## src/rtl/mips_clock_sequencer_if.sv

```systemverilog
// Command and status bundle between the debug front end and the clock-phase sequencer.
interface mips_clock_sequencer_if #(
    parameter int N_W   = 8,
    parameter int CNT_W = 32
);
    logic             locked;
    logic             run_req;
    logic             halt_req;
    logic             step_req;
    logic [N_W-1:0]   step_n;
    logic             c0;
    logic             c1;
    logic             c2;
    logic [1:0]       phase;
    logic             halted;
    logic             step_done;
    logic             cmd_err;
    logic [CNT_W-1:0] cycle_cnt;

    modport master (
        output locked, run_req, halt_req, step_req, step_n,
        input  c0, c1, c2, phase, halted, step_done, cmd_err, cycle_cnt
    );

    modport slave (
        input  locked, run_req, halt_req, step_req, step_n,
        output c0, c1, c2, phase, halted, step_done, cmd_err, cycle_cnt
    );
endinterface

```

## src/rtl/mips_clock_sequencer.sv

```systemverilog
// Phase-enable generator with run/halt/step control; states: WAIT_LOCK (no clock source),
// HALTED (idle on cycle boundary), RUNNING (free run), STEPPING (run remaining cycles then halt).
module mips_clock_sequencer #(
    parameter int N_W      = 8,
    parameter int CNT_W    = 32,
    parameter bit AUTO_RUN = 1'b0
) (
    input logic                   inclk0,
    input logic                   reset,
    mips_clock_sequencer_if.slave bus
);
    typedef enum logic [1:0] {WAIT_LOCK, HALTED, RUNNING, STEPPING} state_e;

    state_e           state_q, state_d;
    logic [1:0]       phase_q, phase_d;
    logic [2:0]       c_q, c_d;
    logic             halted_q, halted_d;
    logic             step_done_q, step_done_d;
    logic             cmd_err_q, cmd_err_d;
    logic             halt_pend_q, halt_pend_d;
    logic [N_W-1:0]   remaining_q, remaining_d;
    logic [CNT_W-1:0] cycle_cnt_q, cycle_cnt_d;

    logic do_halt, do_step, do_run, active_d;

    function automatic logic [2:0] phase_pattern(input logic [1:0] p);
        case (p)
            2'd0:    return 3'b100;
            2'd1:    return 3'b110;
            2'd2:    return 3'b011;
            default: return 3'b001;
        endcase
    endfunction

    always_comb begin
        state_d     = state_q;
        phase_d     = phase_q;
        remaining_d = remaining_q;
        halt_pend_d = halt_pend_q;
        cycle_cnt_d = cycle_cnt_q;
        step_done_d = 1'b0;
        cmd_err_d   = 1'b0;

        // halt > step > run; losers in the same cycle vanish without an error
        do_halt = bus.halt_req;
        do_step = bus.step_req & ~bus.halt_req;
        do_run  = bus.run_req & ~bus.halt_req & ~bus.step_req;

        if (!bus.locked) begin
            state_d     = WAIT_LOCK;
            phase_d     = 2'd0;
            remaining_d = '0;
            halt_pend_d = 1'b0;
        end else begin
            case (state_q)
                WAIT_LOCK: begin
                    state_d = AUTO_RUN ? RUNNING : HALTED;
                    phase_d = 2'd0;
                end
                HALTED: begin
                    phase_d = 2'd0;
                    if (do_step) begin
                        state_d     = STEPPING;
                        remaining_d = (bus.step_n == '0) ? N_W'(1) : bus.step_n;
                    end else if (do_run) begin
                        state_d = RUNNING;
                    end
                end
                RUNNING, STEPPING: begin
                    phase_d = phase_q + 2'd1;
                    if (do_halt)
                        halt_pend_d = 1'b1;
                    if (do_step || (do_run && state_q == STEPPING))
                        cmd_err_d = 1'b1;
                    if (phase_q == 2'd3) begin
                        cycle_cnt_d = cycle_cnt_q + 1'b1;
                        if (halt_pend_q || do_halt) begin
                            state_d     = HALTED;
                            halt_pend_d = 1'b0;
                            remaining_d = '0;
                        end else if (state_q == STEPPING) begin
                            remaining_d = remaining_q - 1'b1;
                            if (remaining_q == N_W'(1)) begin
                                state_d     = HALTED;
                                step_done_d = 1'b1;
                            end
                        end
                    end
                end
                default: state_d = WAIT_LOCK;
            endcase
        end

        // outputs follow the next state so entering an active state shows p0 on that edge
        active_d = (state_d == RUNNING) || (state_d == STEPPING);
        if (!active_d)
            phase_d = 2'd0;
        c_d      = active_d ? phase_pattern(phase_d) : 3'b000;
        halted_d = (state_d == HALTED);
    end

    always_ff @(posedge inclk0) begin
        if (reset) begin
            state_q     <= WAIT_LOCK;
            phase_q     <= 2'd0;
            c_q         <= 3'b000;
            halted_q    <= 1'b0;
            step_done_q <= 1'b0;
            cmd_err_q   <= 1'b0;
            halt_pend_q <= 1'b0;
            remaining_q <= '0;
            cycle_cnt_q <= '0;
        end else begin
            state_q     <= state_d;
            phase_q     <= phase_d;
            c_q         <= c_d;
            halted_q    <= halted_d;
            step_done_q <= step_done_d;
            cmd_err_q   <= cmd_err_d;
            halt_pend_q <= halt_pend_d;
            remaining_q <= remaining_d;
            cycle_cnt_q <= cycle_cnt_d;
        end
    end

    assign bus.c0        = c_q[2];
    assign bus.c1        = c_q[1];
    assign bus.c2        = c_q[0];
    assign bus.phase     = phase_q;
    assign bus.halted    = halted_q;
    assign bus.step_done = step_done_q;
    assign bus.cmd_err   = cmd_err_q;
    assign bus.cycle_cnt = cycle_cnt_q;
endmodule

```

## src/flat_wrapper.sv

```systemverilog
// flat-port wrapper written by rule: the top's interface ports become plain ports
module mips_clock_sequencer_flat 
#(
    parameter int N_W      = 8,
    parameter int CNT_W    = 32,
    parameter bit AUTO_RUN = 1'b0
)
  (inclk0, reset, bus_locked, bus_run_req, bus_halt_req, bus_step_req, bus_step_n, bus_c0, bus_c1, bus_c2, bus_phase, bus_halted, bus_step_done, bus_cmd_err, bus_cycle_cnt);
  mips_clock_sequencer_if #(.N_W(N_W), .CNT_W(CNT_W)) bus_i ();
  input logic inclk0;
  input logic reset;
  input wire logic [$bits(bus_i.locked)-1:0] bus_locked;
  input wire logic [$bits(bus_i.run_req)-1:0] bus_run_req;
  input wire logic [$bits(bus_i.halt_req)-1:0] bus_halt_req;
  input wire logic [$bits(bus_i.step_req)-1:0] bus_step_req;
  input wire logic [$bits(bus_i.step_n)-1:0] bus_step_n;
  output wire logic [$bits(bus_i.c0)-1:0] bus_c0;
  output wire logic [$bits(bus_i.c1)-1:0] bus_c1;
  output wire logic [$bits(bus_i.c2)-1:0] bus_c2;
  output wire logic [$bits(bus_i.phase)-1:0] bus_phase;
  output wire logic [$bits(bus_i.halted)-1:0] bus_halted;
  output wire logic [$bits(bus_i.step_done)-1:0] bus_step_done;
  output wire logic [$bits(bus_i.cmd_err)-1:0] bus_cmd_err;
  output wire logic [$bits(bus_i.cycle_cnt)-1:0] bus_cycle_cnt;
  assign bus_i.locked = bus_locked;
  assign bus_i.run_req = bus_run_req;
  assign bus_i.halt_req = bus_halt_req;
  assign bus_i.step_req = bus_step_req;
  assign bus_i.step_n = bus_step_n;
  assign bus_c0 = bus_i.c0;
  assign bus_c1 = bus_i.c1;
  assign bus_c2 = bus_i.c2;
  assign bus_phase = bus_i.phase;
  assign bus_halted = bus_i.halted;
  assign bus_step_done = bus_i.step_done;
  assign bus_cmd_err = bus_i.cmd_err;
  assign bus_cycle_cnt = bus_i.cycle_cnt;
  mips_clock_sequencer #(.N_W(N_W), .CNT_W(CNT_W), .AUTO_RUN(AUTO_RUN)) u_core (.inclk0(inclk0), .reset(reset), .bus(bus_i));
endmodule
```

## config.mk

```make
export PLATFORM = sky130hd
export DESIGN_NAME = mips_clock_sequencer_flat
export DESIGN_NICKNAME = d
export VERILOG_FILES = /design/src/rtl/mips_clock_sequencer_if.sv /design/src/rtl/mips_clock_sequencer.sv /design/src/flat_wrapper.sv
export SDC_FILE = /design/constraint.sdc
export NUM_CORES = 1
export LEC_CHECK = 0
export CORE_ASPECT_RATIO = 0.6
export CORE_MARGIN = 4
export CORE_UTILIZATION = 51
export CTS_CLUSTER_SIZE = 20
export DETAILED_ROUTE_END_ITERATION = 12
export HOLD_SLACK_MARGIN = 0.15
export PLACE_DENSITY = 0.77
export SLEW_MARGIN = 0
export SYNTH_ARGS = -nofsm -noshare
export SYNTH_HDL_FRONTEND = slang
export SYNTH_SLANG_ARGS = --single-unit
export TNS_END_PERCENT = 1
```

## constraint.sdc

```tcl
create_clock -name inclk0 -period 2.83 [get_ports inclk0]
set_clock_uncertainty 0.05 [all_clocks]
set_input_delay 0.283 -clock inclk0 [delete_from_list [all_inputs] [get_ports inclk0]]
set_output_delay 0.283 -clock inclk0 [all_outputs]
set_load 0.01 [all_outputs]
```

==> results of run 1 <==
worst reg2reg max path: cells and delay by family (launching register included):
kind                       cells  cell delay, ps
adders and majority gates      1             240
DFF                            1             400
and+or+nand+nor                3            1280
muxes                          1             370
logic make-up after synthesis:
| group | synth area share [%] |
|---|---|
| compound gates | 17.4 |
| xor+xnor | 3.75 |
| fa+ha+maj | 3.90 |
| buf+inv | 4.87 |
| flops | 39.7 |
| mux | 0.828 |
| simple gates | 29.5 |
worst max path at each step:
stage / slack [ps] / cells past startpoint / end
after floorplan: 490 / 7 / u_core.bus.cycle_cnt[22]
after global placement: 350 / 5 / u_core.bus.cycle_cnt[22]
after detailed placement: 300 / 5 / u_core.bus.cycle_cnt[22]
after CTS: 400 / 5 / u_core.bus.cycle_cnt[22]
after global routing: 200 / 5 / u_core.bus.cycle_cnt[22]
final: 400 / 5 / u_core.bus.cycle_cnt[22]
cell usage in the layout (no fill, tap or decap), drive strengths merged, types with 3 or more instances in the layout:
cell and n:
ha 8, or3 8, dfxtp 51, xor2 5, nor3 8, nand2 16
nor4 8, buf 8, and3 4, and4 4, nor2 26, or4 17
inv 12, a31oi 3, clkdlybuf4s50 53, nand4 11, nor2b 4, clkbuf 8
nand3 10, a21oi 28, or2 3, xnor2 6, o31ai 15, o21ai 15
area by class of cell:
cell class              instances  area, µm²
clock buffers                   8        100
fillers                       388       1450
inverters                      12       45.0
multi-input cells             225       1420
flip-flops and latches         51       1020
well taps                      63       78.8
repair buffers                 61        591
metrics by stage:
| stage | hold slack [ps] | instance area, µm² | instances |
|---|---|---|---|
| floorplan | 378 | 2570 | 307 |
| global placement | 417 | 3160 | 412 |
| detailed placement | 426 | 3160 | 412 |
| CTS | 438 | 3260 | 420 |
| global route | 464 | 3260 | 420 |
| finish | 440 | 3260 | 420 |
power breakdown:
| part | switching (mW) | internal, mW |
|---|---|---|
| combinational | 0.0335 | 0.0317 |
| clock | 0.234 | 0.224 |
| sequential | 0.00328 | 0.720 |
layer usage:
layer	vias up	global-route usage [%]	wire length (µm)
li1	1248	-	-
met1	1187	34.3	3470
met2	105	27.7	2510
met3	8	5.13	525
met4	0	4.26	53
met5	-	0	0
state kept, by name, indices dropped and copies added, names as in the netlist:
signal and flops:
u_core.bus.cmd_err 1, u_core.bus.cycle_cnt 32, u_core.bus.halted 1, u_core.bus.phase 2, u_core.bus.step_done 1, u_core.c_q 3, u_core.halt_pend_q 1, u_core.remaining_q 8
u_core.state_q 2
==> results by stage, run 1 <==
Run status:
- The flow ran to the end, and the final reports show no timing, DRC or antenna violations.

Place:
- The half-perimeter wire length after detailed placement is 4790 µm.
- Routability-driven placement finished with a final weighted congestion of 0.877.
- The count of buffers added on input and output ports is 53.
- Prior to clock tree synthesis, the placed netlist has a worst setup slack of 305 ps.

Synthesis:
- Of all flip-flops after synthesis, the portion carrying an async set or reset was 0%.
- The leading register cell type out of synthesis is sky130_fd_sc_hd__dfxtp_1.
- The post-synth net total is 329.
- The commonest cells after synthesis are 51 x sky130_fd_sc_hd__dfxtp_1, 28 x sky130_fd_sc_hd__a21oi_1, 26 x sky130_fd_sc_hd__nor2_1.
- The cell type with the highest aggregate area in the netlist is sky130_fd_sc_hd__dfxtp_1.
- Yosys printed 0 warnings.
- The sequential fraction of the synthesis area is 39.7%.
- In this run, synthesis produced a sequential element count of 51.
- The top cell type by area accounts for 39.7% of the synthesized area.
- The number of different library cells used by synthesis comes to 47.
- The total standard cell area after synthesis is 2570 µm².
- Yosys mapped a number of flops with a built-in enable equal to 0.
- The number of instances in the synthesized netlist is 307.
- Among all cell types in the netlist, the one instantiated most often is sky130_fd_sc_hd__dfxtp_1.
- The average cell area after synthesis is 8.37 µm².
- Sorting the synthesized cells by area gives the leading types as sky130_fd_sc_hd__dfxtp_1 40%, sky130_fd_sc_hd__a21oi_1 5.5%, sky130_fd_sc_hd__or4_1 5.0%.

Power and ir drop:
- VDD sags by at most 0.215 mV.
- The analysis attributes to cell leakage a power of 1.07 nW.
- Dividing total power by cell area gives a power density of 382 nW/µm².
- The power after layout is 1.25 mW.

Setup path:
- The number of cells on the worst reg-to-reg path is 5.
- The setup slack of the worst register-to-register path is 400 ps.
- The critical path's slowest cell is sky130_fd_sc_hd__or3_1.
- The kind of start point of the critical path is a flop.
- The startpoint identified for the worst register-to-register timing path is u_core.bus.phase[0].
- The worst setup path is of the flop to flop kind.
- The cell family contributing the most delay on the critical path is simple AND/OR/NAND/NOR gates.
- The endpoint type of the worst setup path is a flop.
- The maximum single-stage delay on the critical path is 650 ps.
- The worst path required time is 2980 ps.
- Of all nets on the critical path, the largest fanout is 16.
- Walking the worst path, the cells encountered are ha_1 -> nand4_1 -> or3_1 -> nor4_1 -> mux2_2.
- The critical path data arrival time is 2580 ps.
- In this run the critical register-to-register path is captured at u_core.bus.cycle_cnt[22].
- The critical path starts at u_core.bus.phase[0].
- The buffers plus inverters on the worst setup path is 0.

Clocking:
- In this run, CTS created clock tree buffers numbering 5.
- The quantity of hold-fixing buffers added after cts is 0.
- CTS placed an instance of sky130_fd_sc_hd__clkbuf_8 at the clock tree root.
- After clock tree synthesis, the clock-pin slew on the worst setup and hold paths is 90 ps.
- For the worst-skew pair, the clock arrives at the later sink with an insertion delay of 300 ps.
- The number of levels the H-tree was split into is 2.
- Gates resized during post-CTS repair numbered 0.
- The buffer count from post-CTS setup fixing is 0.
- In this run the deepest clock path goes through 2 buffers.
- The CTS tree is done.
- The number of sinks on the clock net is 51.

Layout:
- Once layout is complete, the utilization of the core stands at 69.2%.
- Relative to the synthesized area, the layout overhead comes to 26.8%.
- The final layout contains 378 nets.
- The number of diodes is 0.
- In the final layout, the share of cells above drive strength 1 is 6.72%.

Floorplanning:
- The area of the core is 4710 µm².
- Pin placement for this block handled 54 I/O pins.
- The effective utilization at floorplan is 54.6%.
- The floorplan die width is 99.6 µm.
- In this run the vertical extent of the chip is 63.0 µm.
- The die area is 6270 µm².
- In this run the core area contains 19 standard-cell rows.

Timing:
- After routing, the total negative slack on setup checks comes to 0 ps.
- Based on the critical path, the design can be clocked at up to 411 MHz.
- The ratio of final minimum period to clock period is 86.0%.
- The number of setup violations in the final report is 0.
- Setup repair after global routing left no endpoint under its margin.
- At the pin with the least slew margin, the transition time is 720 ps.
- Across all setup checks in the final design, the least slack found is 398 ps.
- The remaining max-slew budget at the tightest pin is 52.0%.
- The final count of hold timing violations came to 0.
- After layout, the minimum clock period comes to 2430 ps.
- The number of max-slew violations in the final report is 0.

Drt:
- The number of iterations in the first detailed-routing pass is 5.
- The final layout contains routed wiring with a total length of 6560 µm.
- The number of nets with antenna violations after detailed routing is 0.
- The remaining design rule violation count is 0.
- Dividing the detail-routed wire length by the instance count gives 15.6 µm.
- The ratio of routed vias to standard cells is 6.07.
- The detailed router placed 2548 vias in this run.
- The violation count after the first detailed-route iteration is 176.

GRT:
- The first-pass GRT wire length is 11000 µm.
- Global routing consumed, over all layers together, 21.3% of the routing resources.
- The number of antenna violations at the first check in global routing is 0.
- The number of global-route vias before repair is 2198.
- The largest net degree at the start of global routing is 27.
- Global routing finished with a remaining overflow of 0.

Worst hold path:
- The number of cells on the worst hold path is 2.
- The path with the worst hold slack has its endpoint at u_core.bus.cycle_cnt[31].
- In this run the most critical hold path is launched from u_core.bus.cycle_cnt[31].
- The type of the most critical hold path is flop to flop.

Run:
- The tool flagged a number of max-cap violations equal to 0.
Power figures use the tool's default switching activity.
==> run 2, diff against run 1 <==
- CORE_UTILIZATION: 51 -> 53
- CTS_BUF_LIST: unset -> sky130_fd_sc_hd__clkbuf_8
- PLACE_DENSITY: 0.77 -> 0.8
==> run 2 against run 1 <==
  * Sequential cell count did not move
  * First-iteration DRC count rose by 15%
  * Wire length fell by 0.29%
  * Sequential share of layout area fell by 0.072 points
  * Global-route usage rose by 1.6 points
  * Register-to-register slack got worse by 50 ps
  * Non-clock buffer count rose by 1
  * Largest power group unchanged
  * Clock power fell by 2%
  * Combinational power fell by 1%
  * Worst hold slack barely moved
  * Largest cell class unchanged
  * Critical path depth did not move
==> results by stage, run 2 (synthesized netlist as in run 1, its figures left out) <==
Clocking:
- In this run the post-CTS setup repair buffer count came out at 0.
- The H-tree generated during clock tree synthesis spans 2 levels.
- Clock-pin slew was measured on the worst setup and hold paths at 90 ps.
- The clock drives 51 sinks.
- Hold repair after CTS inserted 0 buffers.
- At the later pin of the worst-skew pair, clock insertion delay measures 300 ps.
- The number of buffers between clock root and the deepest sink is 2.
- CTS placed an instance of sky130_fd_sc_hd__clkbuf_8 at the clock tree root.
- The number of gates given a new drive strength after cts is 0.
- The CTS tree is done.
- The total CTS buffers is 5.

Drt:
- Wires add up to 6540 µm.
- After detailed routing, the number of vias per cell comes to 6.09.
- The remaining design rule violation count is 0.
- In this run the remaining antenna-violating nets after routing total 0.
- After detailed routing, the average wire length per cell comes to 15.5 µm.
- Across all layers, the routed design uses 2564 vias.
- The number of iterations in the first detailed-routing pass is 5.
- The detailed router finished its first iteration with 202 violations.

Layout:
- The final net count is 379.
- The share of layout cells above drive strength 1 is 6.98%.
- The top cell types in the final layout, fill and taps aside, are 53 x sky130_fd_sc_hd__clkdlybuf4s50_1, 51 x sky130_fd_sc_hd__dfxtp_1, 28 x sky130_fd_sc_hd__a21oi_1.
- Leaving out fill and tap cells, the most frequent cell in the layout is sky130_fd_sc_hd__clkdlybuf4s50_1.
- The repair_antennas step left the layout with diodes totalling 0.
- The filler cell count is 373.
- The number of flip-flops in the largest register is 32.
- The area overhead of the layout relative to synthesis is 27.1%.

Setup path:
- Along the worst path, the maximum fanout reaches 16.
- The kind of cell with the highest combined delay on the critical path is simple AND/OR/NAND/NOR gates.
- STA puts the critical path data required time at 2980 ps.
- The critical setup path kind is flop to flop.
- The critical path contains buffers and inverters numbering 0 combined.
- The critical path goes through ha_1 -> nand4_1 -> or3_1 -> nor4_1 -> mux2_2.
- The critical path data arrival time is 2630 ps.
- The endpoint type of the worst setup path is a flop.
- On the critical path, the stage with the largest delay is an instance of sky130_fd_sc_hd__or3_1.
- The kind of start point of the critical path is a flop.
- The maximum single-stage delay on the critical path is 670 ps.

Timing:
- At the pin with the least slew margin, the transition time is 713 ps.
- Setup repair after global routing left no endpoint under its margin.
- The final count of hold timing violations is 0.
- The ratio of final minimum period to clock period is 87.6%.
- The number of setup violations in the final report is 0.
- The number of max-slew violations in the final report is 0.
- The tightest hold path in the finished design has a slack of 440 ps.
- Static timing analysis puts the maximum clock frequency at 403 MHz.
- The remaining max-slew budget at the tightest pin is 52.5%.
- The clock period could shrink to 2480 ps.
- The total negative setup slack is 0 ps.

GRT:
- The remaining global-route overflow is 0.
- The first global-routing pass estimated 11300 µm of wire.
- The number of antenna violations at the first check in global routing was 0.
- The number of global-route vias before repair came to 2302.
- The largest net degree at the start of global routing is 41.
- The total routing usage reported by global routing is 22.9%.

Floorplanning:
- The effective utilization at floorplan is 55.4%.
- The standard-cell row count is 19.
- The die boundary height is 61.9 µm.
- The I/O pin count is 54.
- In this run the standard cell core region covers 4640 µm².
- The floorplan step set the die width to 97.9 µm.
- The die covers 6060 µm².

Run:
- The number of maximum-capacitance constraint violations is 0.

Place:
- The half-perimeter wire length after detailed placement is 4720 µm.
- The number of input and output port buffers inserted is 53.
- Routability-driven placement finished with a final weighted congestion of 0.865.

Power and ir drop:
- For this design the ratio of total power to cell area is 378 nW/µm².
- The analysis attributes to cell leakage a power of 1.08 nW.
- Across the VDD grid, the largest voltage drop is 0.311 mV.

Worst hold path:
- The path class of the tightest hold or removal check is flop to flop.

Run status:
- The run finished with clean final reports.
[run 2: changes by cell type in the layout (fill, tap and decap cells not counted)]
cell,before,now
sky130_fd_sc_hd__inv_1,12,13
sky130_fd_sc_hd__clkbuf_1,1,0
sky130_fd_sc_hd__buf_4,8,9
[run 2: where the power goes]
part	leakage (nW)	total, mW	switching, mW	internal, mW
clock	0.0557	0.448	0.228	0.220
sequential	0.411	0.723	0.00332	0.720
combinational	0.613	0.0645	0.0329	0.0316
total	1.08	1.24	0.264	0.971
[run 2: per-stage QoR]
stage | std cells | util, % | setup slack (ps) | cell area (µm²) | power [mW]
global placement | 413 | 68.3 | 297 | 3170 | 0.803
floorplan | 307 | - | 493 | 2570 | 0.768
CTS | 421 | 70.4 | 382 | 3270 | 1.25
finish | 421 | 70.4 | 350 | 3270 | 1.24
global route | 421 | 70.4 | 131 | 3270 | 1.28
detailed placement | 413 | 68.3 | 223 | 3170 | 0.804
[run 2: path summary, 6_finish.rpt]
path / end / cells after the start / from / slack, ps
max: u_core.bus.cycle_cnt[22] / 5 / u_core.bus.phase[0] / 350
min: u_core.bus.cycle_cnt[31] / 2 / u_core.bus.cycle_cnt[31] / 440
max reg2reg: u_core.bus.cycle_cnt[22] / 5 / u_core.bus.phase[0] / 350
min reg2reg: u_core.bus.cycle_cnt[31] / 2 / u_core.bus.cycle_cnt[31] / 440
[run 2: layout make-up]
type / instances / area [µm²] / area share [%]
multi-input cells: 225 / 1420 / 43.6
inverters: 12 / 45.0 / 1.38
flip-flops and latches: 51 / 1020 / 31.3
clock buffers: 7 / 96.3 / 2.95
repair buffers: 62 / 598 / 18.3
clock inverters: 1 / 3.75 / 0.115
well taps: 63 / 78.8 / 2.41
[run 2: tightest hold or removal path, delay by kind of cell, from the launching register on]
family	cells	cell delay [ps]
AO/OA/AOI/OAI	2	110
flip-flops	1	330
[run 2: routing by layer]
metal | global-route usage, % | share of wire (%)
met1 | 33.5 | 50
met2 | 34.9 | 42
met3 | 4.91 | 7.0
met4 | 4.93 | 0.61
met5 | 0 | 0
==> run 3, diff against run 2 <==
- ABC_AREA: unset -> 0
- CORE_UTILIZATION: 53 -> 40
- PLACE_DENSITY: 0.8 -> 0.62
==> run 3 against run 2 <==
  * Cell area grew 1.3%
  * Combinational power up 3%
  * Critical path depth stayed put
  * Final cell count up 5.5%
  * Clock-buffer cell count is the same
  * First-iteration DRC count down 34%
  * Power is 1.2% higher
  * Clock power grew 3%
  * Sequential cell count stayed put
  * Utilization is 17 points lower
  * Largest cell class unchanged
  * Highest routed layer unchanged
==> results by stage, run 3 (synthesized netlist as in run 1, its figures left out) <==
Timing:
- The final count of hold timing violations is 0.
- The fmax is 396 MHz.
- Setup repair after global routing left no endpoint under its margin.
- The number of max-slew violations in the final report is 0.
- Hold timing on the final database bottoms out at a slack of 441 ps.
- The slew of the pin with the lowest slew margin is 717 ps.
- The shortest period the worst path allows is 2530 ps.
- The total negative setup slack is 0 ps.
- The ratio of final minimum period to clock period is 89.3%.
- Headroom to the max-slew limit came out at 52.2%.
- The number of setup violations in the final report is 0.

Clocking:
- Hold repair after CTS inserted 0 buffers.
- Post-CTS repair changed the size of 0 cells.
- The longest clock path from root to sink contains 2 buffers.
- Post-CTS timing repair inserted 0 buffers for setup.
- The total CTS buffers is 5.
- The number of sinks on the clock net is 51.
- TritonCTS built the clock tree.
- The root buffer cell chosen for the clock tree is sky130_fd_sc_hd__clkbuf_8.
- The source-to-sink clock delay at the later pin of the worst-skew pair is 300 ps.
- The clock slew at the register clock pins of the worst setup and hold paths is 90 ps.
- The number of levels the H-tree was split into is 2.

Place:
- The number of input and output port buffers inserted is 53.
- The instance area after placement is 3210 µm².
- The half-perimeter wire length after detailed placement is 4860 µm.
- The weighted congestion reported at the end of routability-driven placement is 0.872.

Floorplanning:
- The floorplan die width is 111 µm.
- The effective utilization at floorplan is 41.7%.
- The die is 70.1 µm tall.
- In this run the standard cell core region covers 6170 µm².
- The die area is 7810 µm².
- The I/O pin count is 54.
- The standard-cell row count is 22.

Run:
- The number of maximum-capacitance constraint violations is 0.

Layout:
- The final net count is 381.
- The library cell used most frequently in the layout, excluding fill and tap cells, is sky130_fd_sc_hd__clkdlybuf4s50_1.
- With fillers left out, the area of the finished cells amounts to 3310 µm².
- The area overhead of the layout relative to synthesis is 28.7%.
- Leaving out fill and tap cells, the most frequent cells in the layout are 53 x sky130_fd_sc_hd__clkdlybuf4s50_1, 51 x sky130_fd_sc_hd__dfxtp_1, 28 x sky130_fd_sc_hd__a21oi_1.
- The number of diodes is 0.
- The share of layout cells above drive strength 1 is 7.50%.
- The number of flip-flops in the largest register is 32.

GRT:
- The first global-routing pass estimated 11100 µm of wire.
- The total routing usage reported by global routing is 17.0%.
- For this run the aggregate overflow at the end of global routing stands at 0.
- The number of antenna violations at the first check in global routing is 0.
- The number of global-route vias before repair came to 2132.
- Entering global routing, the biggest net connects 36 pins.

Run status:
- The run finished with clean final reports.

Setup path:
- Traced cell by cell, the critical path runs through ha_1 -> nand4_1 -> or3_1 -> nor4_1 -> mux2_2.
- The kind of start point of the critical path is a flop.
- The end of the worst register-to-register path is u_core.bus.cycle_cnt[22].
- The worst flop-to-flop path startpoint is u_core.bus.phase[0].
- The worst register-to-register path has a depth of 5.
- In this run the register-to-register setup slack is 300 ps.
- The setup path with the least slack is of type flop to flop.
- The startpoint of the worst setup timing path is u_core.bus.phase[0].
- The largest individual stage delay along the critical path comes from the cell sky130_fd_sc_hd__or3_1.
- The maximum single-stage delay on the critical path is 650 ps.
- The critical path data arrival time is 2670 ps.
- The worst setup path is captured at a flop.
- In this run the worst path has a maximum fanout of 16.
- At the worst endpoint, the required time is 2970 ps.
- The capture point of the worst path is u_core.bus.cycle_cnt[22].

Power and ir drop:
- Power spread over the standard cell area amounts to 378 nW/µm².
- Across the VDD grid, the largest voltage drop is 0.173 mV.
- The leakage power total is 1.09 nW.

Drt:
- The remaining design rule violation count is 0.
- The first detailed-routing pass took 4 iterations.
- The routed length per instance is 14.8 µm.
- The ratio of routed vias to standard cells is 5.46.
- The number of nets with antenna violations after detailed routing is 0.
- The routed wire length is 6590 µm.
- The detailed router finished its first iteration with 133 violations.
- The total number of vias is 2425.

Worst hold path:
- The tightest min-delay check is of the flop to flop type.
-- run 3: through the flow --
| stage | total power [mW] | cells | setup WS (ps) | utilization [%] |
|---|---|---|---|---|
| finish | 1.25 | 444 | 303 | 53.6 |
| global route | 1.30 | 444 | 194 | 53.6 |
| CTS | 1.26 | 444 | 368 | 53.6 |
| detailed placement | 0.805 | 436 | 213 | 52.0 |
| global placement | 0.806 | 436 | 243 | 52.0 |
| floorplan | 0.768 | 307 | 493 | - |
-- run 3: where the power goes --
part / internal (mW) / leakage [nW] / switching (mW)
clock network: 0.220 / 0.0557 / 0.240
registers: 0.720 / 0.411 / 0.00330
logic: 0.0319 / 0.621 / 0.0342
-- run 3: layout make-up --
cell class | instances | area, µm²
multi-input combinational | 225 | 1420
inverter | 12 | 45.0
clock inverter | 1 | 3.75
fill | 599 | 2860
timing repair buffer | 64 | 613
sequential | 51 | 1020
tap | 84 | 105
clock buffer | 7 | 96.3
-- run 3: how the worst min path moves through the flow --
| stage | slack [ps] | endpoint | start | depth (start not counted) |
|---|---|---|---|---|
| floorplan | 380 | u_core.halt_pend_q | bus_halt_req | 2 |
| global placement | 420 | u_core.bus.cycle_cnt[31] | u_core.bus.cycle_cnt[31] | 2 |
| detailed placement | 430 | u_core.bus.cycle_cnt[31] | u_core.bus.cycle_cnt[31] | 2 |
| CTS | 450 | u_core.bus.cycle_cnt[31] | u_core.bus.cycle_cnt[31] | 2 |
| global route | 460 | u_core.bus.cycle_cnt[31] | u_core.bus.cycle_cnt[31] | 2 |
| finish | 440 | u_core.bus.cycle_cnt[31] | u_core.bus.cycle_cnt[31] | 2 |
-- run 3: per-layer routing --
| layer | track usage, % | wire, µm | part of all wire (%) | vias to the layer above |
|---|---|---|---|---|
| met3 | 4.33 | 413 | 6.3 | 4 |
| met2 | 19.6 | 2360 | 36 | 58 |
| met4 | 2.29 | 25 | 0.38 | 0 |
| li1 | - | - | - | 1254 |
| met1 | 29.7 | 3780 | 57 | 1109 |
| met5 | 0 | 0 | 0 | - |
-- run 3: worst max-delay path, delay by kind of cell, from the launching register on --
kind	cells	cell delay [ps]
flops	1	420
fa+ha+maj	1	250
simple gates	3	1320
mux	1	380
